**config.mk**
```make
export PLATFORM = sky130hd
export DESIGN_NAME = pipe_stage_ctrl_flat
export DESIGN_NICKNAME = d
export VERILOG_FILES = /design/src/rtl/pipe_stage_ctrl_pkg.sv /design/src/rtl/pipe_stage_ctrl_if.sv /design/src/rtl/pipe_stage_ctrl_cnt.sv /design/src/rtl/pipe_stage_ctrl.sv /design/src/flat_wrapper.sv
export SDC_FILE = /design/constraint.sdc
export NUM_CORES = 1
export LEC_CHECK = 0
export ABC_CLOCK_PERIOD_IN_PS = 2600
export CAP_MARGIN = 20
export CORE_ASPECT_RATIO = 1.4
export CORE_UTILIZATION = 43
export CTS_CLUSTER_DIAMETER = 80
export DETAILED_ROUTE_END_ITERATION = 8
export DONT_BUFFER_PORTS = 1
export MAX_ROUTING_LAYER = met4
export PLACE_DENSITY = 0.58
export SETUP_SLACK_MARGIN = 0.2
export SYNTH_ARGS = -nofsm -noshare
export SYNTH_HDL_FRONTEND = slang
export SYNTH_SLANG_ARGS = --single-unit
export TNS_END_PERCENT = 50
```
**constraint.sdc**
```tcl
create_clock -name clk -period 2.6 [get_ports clk]
set_clock_uncertainty 0.05 [all_clocks]
set_input_delay 0.52 -clock clk [delete_from_list [all_inputs] [get_ports clk]]
set_output_delay 0.52 -clock clk [all_outputs]
set_load 0.02 [all_outputs]
```
**src/rtl/pipe_stage_ctrl_pkg.sv**
```systemverilog
// Shared constants for pipeline top-levels: stage indices and controller defaults.
package pipe_stage_ctrl_pkg;

  localparam int unsigned NUM_STAGES_DEF = 4;
  localparam int unsigned CNT_W_DEF      = 16;

  typedef enum logic [2:0] {
    STG_IF = 3'd0,
    STG_ID = 3'd1,
    STG_EX = 3'd2,
    STG_WB = 3'd3
  } stage_e;

endpackage

```
**src/rtl/pipe_stage_ctrl_if.sv**
```systemverilog
// Issue/retire handshake plus per-stage stall/squash/enable bundle of the pipeline controller.
interface pipe_stage_ctrl_if
  import pipe_stage_ctrl_pkg::*;
#(
  parameter int unsigned NUM_STAGES = NUM_STAGES_DEF
);

  logic                  in_valid;
  logic                  in_ready;
  logic [NUM_STAGES-1:0] stall_req;
  logic [NUM_STAGES-1:0] squash_req;
  logic                  out_ready;
  logic                  out_valid;
  logic [NUM_STAGES-1:0] en;
  logic [NUM_STAGES-1:0] squashn;
  logic [NUM_STAGES-1:0] stage_valid;

  modport master (
    input  in_valid, stall_req, squash_req, out_ready,
    output in_ready, out_valid, en, squashn, stage_valid
  );

  modport slave (
    output in_valid, stall_req, squash_req, out_ready,
    input  in_ready, out_valid, en, squashn, stage_valid
  );

endinterface

```
**src/rtl/pipe_stage_ctrl_cnt.sv**
```systemverilog
// Saturating event counter with synchronous clear (clear wins over increment).
module pipe_stage_ctrl_cnt #(
  parameter int unsigned CNT_W = 16
) (
  input  logic             clk,
  input  logic             resetn,
  input  logic             clr,
  input  logic             inc,
  output logic [CNT_W-1:0] cnt
);

  always_ff @(posedge clk or negedge resetn) begin
    if (!resetn) begin
      cnt <= '0;
    end else if (clr) begin
      cnt <= '0;
    end else if (inc && (cnt != '1)) begin
      cnt <= cnt + 1'b1;
    end
  end

endmodule

```
**src/rtl/pipe_stage_ctrl.sv**
```systemverilog
// Pipeline controller: per-stage valids, backward stall chain with bubble absorption,
// squash-to-clear translation and a stall-cycle counter.
module pipe_stage_ctrl
  import pipe_stage_ctrl_pkg::*;
#(
  parameter int unsigned NUM_STAGES = NUM_STAGES_DEF,
  parameter int unsigned CNT_W      = CNT_W_DEF
) (
  input  logic              clk,
  input  logic              resetn,
  pipe_stage_ctrl_if.master ctl,
  input  logic              stall_cnt_clr,
  output logic [CNT_W-1:0]  stall_cnt
);

  logic [NUM_STAGES-1:0] v;
  logic [NUM_STAGES-1:0] stalled;
  logic [NUM_STAGES-1:0] kill;
  logic [NUM_STAGES-1:0] en;
  logic [NUM_STAGES-1:0] v_in;
  logic [NUM_STAGES-1:0] squashn_c;
  logic                  blk;
  logic                  sq_above;
  logic                  any_sq;
  logic                  in_rdy;

  // Walk oldest to youngest: blk carries "downstream cannot take", sq_above carries
  // "an older stage resolved a redirect", so stage k itself only dies if it moves.
  always_comb begin
    stalled  = '0;
    kill     = '0;
    blk      = ~ctl.out_ready;
    sq_above = 1'b0;
    for (int unsigned k = 0; k < NUM_STAGES; k++) begin
      blk = v[NUM_STAGES-1-k] & (ctl.stall_req[NUM_STAGES-1-k] | blk);
      stalled[NUM_STAGES-1-k] = blk;
      kill[NUM_STAGES-1-k]    = sq_above | (ctl.squash_req[NUM_STAGES-1-k] & ~blk);
      sq_above                = sq_above | ctl.squash_req[NUM_STAGES-1-k];
    end
  end

  assign en     = ~stalled;
  assign any_sq = |ctl.squash_req;
  assign in_rdy = en[0] & ~any_sq;

  // Valid presented at the input of each stage register; a zero here is a bubble.
  assign v_in      = {v[NUM_STAGES-2:0] & ~ctl.stall_req[NUM_STAGES-2:0], ctl.in_valid & in_rdy};
  assign squashn_c = ~(kill | (en & ~v_in));

  always_ff @(posedge clk or negedge resetn) begin
    if (!resetn) begin
      v <= '0;
    end else begin
      v <= ~kill & ((en & v_in) | (~en & v));
    end
  end

  assign ctl.en          = en;
  assign ctl.in_ready    = in_rdy;
  assign ctl.out_valid   = v[NUM_STAGES-1] & ~ctl.stall_req[NUM_STAGES-1];
  assign ctl.stage_valid = v;
  // Registers are already cleared by reset, so no bubble clears are driven meanwhile.
  assign ctl.squashn     = resetn ? squashn_c : '1;

  pipe_stage_ctrl_cnt #(
    .CNT_W (CNT_W)
  ) u_cnt (
    .clk    (clk),
    .resetn (resetn),
    .clr    (stall_cnt_clr),
    .inc    (ctl.in_valid & ~in_rdy),
    .cnt    (stall_cnt)
  );

endmodule

```
**src/flat_wrapper.sv**
```systemverilog
// flat-port wrapper written by rule: the top's interface ports become plain ports
module pipe_stage_ctrl_flat import pipe_stage_ctrl_pkg::*;
#(
  parameter int unsigned NUM_STAGES = NUM_STAGES_DEF,
  parameter int unsigned CNT_W      = CNT_W_DEF
)
  (clk, resetn, stall_cnt_clr, stall_cnt, ctl_in_valid, ctl_stall_req, ctl_squash_req, ctl_out_ready, ctl_in_ready, ctl_out_valid, ctl_en, ctl_squashn, ctl_stage_valid);
  pipe_stage_ctrl_if #(.NUM_STAGES(NUM_STAGES)) ctl_i ();
  input  logic clk;
  input  logic resetn;
  input  logic stall_cnt_clr;
  output logic [CNT_W-1:0] stall_cnt;
  input wire logic [$bits(ctl_i.in_valid)-1:0] ctl_in_valid;
  input wire logic [$bits(ctl_i.stall_req)-1:0] ctl_stall_req;
  input wire logic [$bits(ctl_i.squash_req)-1:0] ctl_squash_req;
  input wire logic [$bits(ctl_i.out_ready)-1:0] ctl_out_ready;
  output wire logic [$bits(ctl_i.in_ready)-1:0] ctl_in_ready;
  output wire logic [$bits(ctl_i.out_valid)-1:0] ctl_out_valid;
  output wire logic [$bits(ctl_i.en)-1:0] ctl_en;
  output wire logic [$bits(ctl_i.squashn)-1:0] ctl_squashn;
  output wire logic [$bits(ctl_i.stage_valid)-1:0] ctl_stage_valid;
  assign ctl_i.in_valid = ctl_in_valid;
  assign ctl_i.stall_req = ctl_stall_req;
  assign ctl_i.squash_req = ctl_squash_req;
  assign ctl_i.out_ready = ctl_out_ready;
  assign ctl_in_ready = ctl_i.in_ready;
  assign ctl_out_valid = ctl_i.out_valid;
  assign ctl_en = ctl_i.en;
  assign ctl_squashn = ctl_i.squashn;
  assign ctl_stage_valid = ctl_i.stage_valid;
  pipe_stage_ctrl #(.NUM_STAGES(NUM_STAGES), .CNT_W(CNT_W)) u_core (.clk(clk), .resetn(resetn), .ctl(ctl_i), .stall_cnt_clr(stall_cnt_clr), .stall_cnt(stall_cnt));
endmodule
```
== Yosys cells after proc, flatten, opt, wreduce, memory -nomap -nowiden ==
Index checks and enable logic that the tools add are counted.
Storage, ports and cells
  bits in registers: 20
  bits in latches: 0
  logic and storage cells: 52
  ROM bits: 0
  output and inout bits: 30
  memories: 0
  memory bits (writable): 0
Operators by class
  shift operators: 0
  add/sub/neg operators: 1
  reduce and logical (&&, ||, !) cells: 3
  multiply operators: 0
  bitwise gates (word level): 42
  div/mod/pow operators: 0
  multiplexer cells: 3
  $lt $le $gt $ge: 0
  equal/unequal tests: 1
Operator list (number)
  $mux 16: 2
  $not 4->4: 5
  $add 16x1->16 const B: 1
  $and 4x4->4: 4
  $ne 16x16->1 const B: 1
  $and 1x1->1: 12
  $or 1x1->1: 9
  $not 1->1: 8
  $or 4x4->4: 2
  $mux 4: 1
  $reduce_or 4->1: 1
  $and 3x3->3: 1
  $not 3->3: 1
  $reduce_bool 2->1: 1
  $logic_and 1x1->1: 1

== Logic depth before layout (Yosys ltp) ==
Gate-level depths: netlist (run 1).
  depth after elaboration: 17
  depth in mapped cells: 8

== Hierarchy ==
Synthesis (run 1) repeated with hierarchy kept, for this count alone.
Second synthesis, totals
  cells, all modules: 136
  area, all modules: 1281.2 µm²
By module, submodules not included
  pipe_stage_ctrl_cnt: area each 942.2 µm², times used 1, cells each 98
  pipe_stage_ctrl: area each 339.1 µm², times used 1, cells each 38

== Worst setup path before layout (run 1) ==
Ideal clock, no wire load.
  path kind: input port to output port
  from: input port ctl_squash_req[3]
  to: output port ctl_in_ready
  path buffers: 3
  cell stages on the path: 6
  arrival time: 1656 ps
  slack: 374 ps
  path through: buf_2 -> nor4_1 -> nand2_1 -> o21ai_1 -> buf_2 -> buf_2
On the way
  longest elaborated chain between the ends: 3
RTL lines
  start: declaration: RTL line flat_wrapper.sv:15  | input wire logic [$bits(ctl_i.squash_req)-1:0] ctl_squash_req;
  $reduce_or 4->1: RTL line pipe_stage_ctrl.sv:43  | assign any_sq = |ctl.squash_req;
  $not 1->1: RTL line pipe_stage_ctrl.sv:44  | assign in_rdy = en[0] & ~any_sq;
  $and 1x1->1: RTL line pipe_stage_ctrl.sv:44
  end: declaration: RTL line flat_wrapper.sv:17  | output wire logic [$bits(ctl_i.in_ready)-1:0] ctl_in_ready;
No other way between the ends.

== Worst setup path in the final report (run 1) ==
  from: register u_core.v[3] (netlist: u_core.ctl.stage_valid[3])
  to: output port ctl_squashn[1]
On the way
  longest elaborated chain between the ends: 11
  elaborated cells between the ends (all ways): 13
  classes of those cells: mux (1); bitwise (12)
RTL lines
  start: declaration: RTL line pipe_stage_ctrl.sv:16  | logic [NUM_STAGES-1:0] v;
  start signal: assignment: RTL line pipe_stage_ctrl.sv:54  | v <= ~kill & ((en & v_in) | (~en & v));
  $and 1x1->1 (*): RTL line pipe_stage_ctrl.sv:35  | blk = v[NUM_STAGES-1-k] & (ctl.stall_req[NUM_STAGES-1-k] | blk);
  $or 1x1->1 (*): RTL line pipe_stage_ctrl.sv:35
  $and 1x1->1 (*): RTL line pipe_stage_ctrl.sv:35
  $or 1x1->1 (*): RTL line pipe_stage_ctrl.sv:35
  $and 1x1->1 (*): RTL line pipe_stage_ctrl.sv:35
  $not 1->1: RTL line pipe_stage_ctrl.sv:37  | kill[NUM_STAGES-1-k] = sq_above | (ctl.squash_req[NUM_STAGES-1-k] & ~blk);
  $and 1x1->1: RTL line pipe_stage_ctrl.sv:37
  $or 1x1->1: RTL line pipe_stage_ctrl.sv:37
  $or 4x4->4 (*): RTL line pipe_stage_ctrl.sv:48  | assign squashn_c = ~(kill | (en & ~v_in));
  $not 4->4 (*): RTL line pipe_stage_ctrl.sv:48
  $mux 4 (*): RTL line pipe_stage_ctrl.sv:63  | assign ctl.squashn = resetn ? squashn_c : '1;
  end: declaration: RTL line flat_wrapper.sv:20  | output wire logic [$bits(ctl_i.squashn)-1:0] ctl_squashn;
Mark *: on every way between the ends. The rest lies on a longest branch, timed or not.

==> results of run 1 <==
[area by class of cell]
type / instances / area share
Inverter: 6 / 0.0169
Tap cell: 36 / 0.0338
Timing Repair Buffer: 11 / 0.0638
Sequential cell: 20 / 0.375
Clock buffer: 3 / 0.0169
Multi-Input combinational cell: 102 / 0.493
[state kept, by name (all words and copies together), names as in the netlist]
register,cells
u_core.u_cnt.cnt,16
u_core.ctl.stage_valid,4
[worst reg2reg max path, cell delays in order (launching register included)]
cell	delay (ns)
dfrtp_1	0.51
inv_1	0.09
o21ai_0	0.31
o21ai_4	0.20
buf_4	0.22
or4_1	0.51
a21oi_1	0.16
[power breakdown]
group / total [mW] / internal [mW] / switching (mW)
Sequential: 0.316 / 0.314 / 0.00216
Clock: 0.152 / 0.0541 / 0.0981
Combinational: 0.0508 / 0.0156 / 0.0352
Total: 0.519 / 0.383 / 0.135
[final timing paths]
kind                                                          to  slack (ns)  cells after the start
worst max-delay path                              ctl_squashn[1]        0.14                      6
worst min-delay path             u_core.u_cnt.cnt[5]$_DFFE_PN0P_        0.21                      1
worst max register to register   u_core.u_cnt.cnt[4]$_DFFE_PN0P_        0.49                      6
worst min register to register  u_core.u_cnt.cnt[10]$_DFFE_PN0P_        0.64                      2
max in group asynchronous        u_core.u_cnt.cnt[1]$_DFFE_PN0P_        1.18                      1
min in group asynchronous       u_core.u_cnt.cnt[10]$_DFFE_PN0P_        0.75                      1
[per-layer routing]
metal	vias to the layer above	wire [um]
met3	5	179
met4	0	49
met5	-	0
met1	549	1110
li1	533	-
met2	43	1620
[through the flow]
step	hold slack (ns)	total power, mW	utilization
CTS	0.206	0.523	0.501
global placement	0.175	0.363	0.488
finish	0.209	0.519	0.505
detailed placement	0.175	0.365	0.488
global route	0.182	0.543	0.505
floorplan	0.174	0.361	-
[logic make-up (layout without fill, tap and decap cells)]
kind of cell	count (synthesis)	after routing	synth area share
muxes	2	2	0.0186
buffers and inverters	15	20	0.0578
DFF	20	20	0.413
adders and majority gates	1	1	0.0103
and+or+nand+nor	56	56	0.284
AOI/OAI and AO/OA	43	43	0.217
[repair_timing]
| action | CTS | global route |
|---|---|---|
| hold endpoints to repair | 20 | 0 |
| hold buffers | 1 | 0 |
| resized for setup | 1 | 2 |
| pin swaps | 0 | 0 |
| setup endpoints to repair | 3 | 6 |
[cell usage after synthesis, types with 3 or more instances]
cell type,instances
nand2b_1,3
or4_1,12
nand2_1,6
o211ai_1,3
nand4_1,3
nor3_1,4
nand3_1,3
a21oi_1,16
nor2b_1,4
inv_1,5
nor2_1,9
dfrtp_1,20
o31ai_1,13
o21ai_1,7
buf_2,5
[cells in the final DEF, fill, tap and decap left out, types with 3 or more instances in the layout]
cell type	netlist	final
o31ai_1	13	13
dfrtp_1	20	20
o211ai_1	3	3
nor2b_1	4	4
buf_4	0	10
nand3_1	3	3
a21oi_1	16	15
nand2_1	6	6
clkbuf_4	0	3
nand2b_1	3	3
nor3_1	4	4
nor2_1	9	9
nand4_1	3	3
inv_1	5	5
or4_1	12	12
o21ai_1	7	6
==> key figures, run 1 <==
Outcome
  • Outcome: completed

STA
  • Tightest Pin Transition: 0.953 ns
  • RSZ-0062 raised after global routing: yes
  • Final Max Tran Viols: 0
  • Final min period: 2.46 ns
  • Fmax: 407 MHz
  • Setup violations, final: 0
  • Worst slew margin: 0.363
  • Fin. Hold Viols: 0
  • Final critical-path share of the clock period: 0.946
  • Setup TNS: 0 ns
  • Post-route worst setup slack: 0.141 ns

Synthesis
  • Post-synth ARST share: 1.00
  • YS warnings: 0
  • Syn avg cell area: 8.85 sq um
  • Mapped Nets: 151
  • Netlist Area Pre-Place: 1210 sq um
  • Sequential area share after synthesis: 0.413
  • Main area contributors after synthesis: dfrtp_1 (41%), o31ai_1 (8.0%), or4_1 (7.4%), a21oi_1 (6.6%), o21ai_1 (2.9%)
  • Yosys top cell by area: dfrtp_1
  • Netlist cell types: 33
  • Post-synthesis cell count: 137
  • Synthesized flop and latch total: 20
  • Post-synth top area share: 0.413
  • Ys flop type: dfrtp_1
  • EDFF count, synth: 0

Cells and area
  • Synth-to-layout area growth: 10.0%
  • NumNets Final: 158
  • Share of layout cells above drive strength 1: 0.148
  • Final non-filler cell total: 178
  • Fill cell total of the finished layout: 292
  • Ant. Diodes: 0
  • FF/Latch Area: 500 sq um
  • Multi-input gate area: 658 sq um
  • Design area: 1330 sq um

Placement
  • Routability cong.: 0.788
  • Port buffer count: 0
  • Placed insts: 174
  • Pre-CTS WS: 0.238 ns
  • Post-DP HPWL: 2.11 mm
  • DP Area: 1290 sq um

Global routing
  • GR Util met1: 0.226
  • Tot GR Track Use: 0.227
  • Vias in the first global route: 1160
  • GRT busiest layer: met2
  • Grt met3 use: 0.0418
  • Largest net degree at the start of global routing: 31
  • Gr ovfl total: 0
  • Global-route wire length before repair: 4.84 mm
  • Initial antenna violation count: 0
  • GR Util met2: 0.410

Drt
  • Routed Wire Length: 2.96 mm
  • DR pass1 iterations: 2
  • DRC Markers: 0
  • Vias per std cell: 6.35
  • Post-detailed-route count of antenna-violating nets: 0
  • DR WL/cell: 16.6 um
  • DRT iter0 DRCs: 12
  • Detailed-route via count: 1130

Setup path
  • Worst path arrival time: 1.89 ns
  • Kind of critical path: reg2out
  • Startpoint types: register
  • Critical path's top delay family: compound AO/OA/AOI/OAI gates
  • Worst Path Buf+Inv: 1
  • CP Max Fanout: 4
  • CP max stage cell: dfrtp_1
  • Element type at the critical path end: output port
  • CP cell instances: o21ai_1, a21oi_2, o21a_1, nor2_1, o31ai_1, buf_4
  • Crit path largest cell delay: 0.50 ns
  • Reg-to-Reg Start: u_core.ctl.stage_valid[0]$_DFF_PN0_
  • Worst Setup SP: u_core.ctl.stage_valid[3]$_DFF_PN0_
  • Worst Path Required: 2.03 ns

Floorplan
  • Initial core utilization: 0.459
  • Die Y: 64.8 um
  • Die Span X: 46.9 um
  • Core box area: 2640 sq um
  • DIE AREA: 3040 sq um
  • Site Rows: 22
  • IO Pins: 43

Clocking
  • Root Buffer: clkbuf_4
  • Post-CTS Setup Bufs: 0
  • CTS tree: done
  • TritonCTS sink count: 20
  • Clock slew at reported path FFs: 0.11 ns
  • H-tree levels: 1
  • Clk_lat worst skew: 0.31 ns
  • Worst-case clock buffer depth: 2
  • Cts bufs inserted: 3

Power and ir drop
  • VDD IR max: 0.214 mV
  • Static Leak: 0.495 nW
  • Power Density: 389 nW/um^2

Hold path
  • Hold Crit Start: stall_cnt_clr
  • Hold/Removal Path Class: in2reg

Job
  • Max Cap Violations: 0
Power figures use the tool's default switching activity.
==> run 2, diff against run 1 <==
--- a/config.mk
+++ b/config.mk
@@ -15,6 +15,7 @@
 export MAX_ROUTING_LAYER = met4
 export PLACE_DENSITY = 0.58
 export SETUP_SLACK_MARGIN = 0.2
+export SLEW_MARGIN = 15
 export SYNTH_ARGS = -nofsm -noshare
 export SYNTH_HDL_FRONTEND = slang
 export SYNTH_SLANG_ARGS = --single-unit
==> results of run 2 <==
The final DEF is identical to that of run 1; final timing and power are the same.
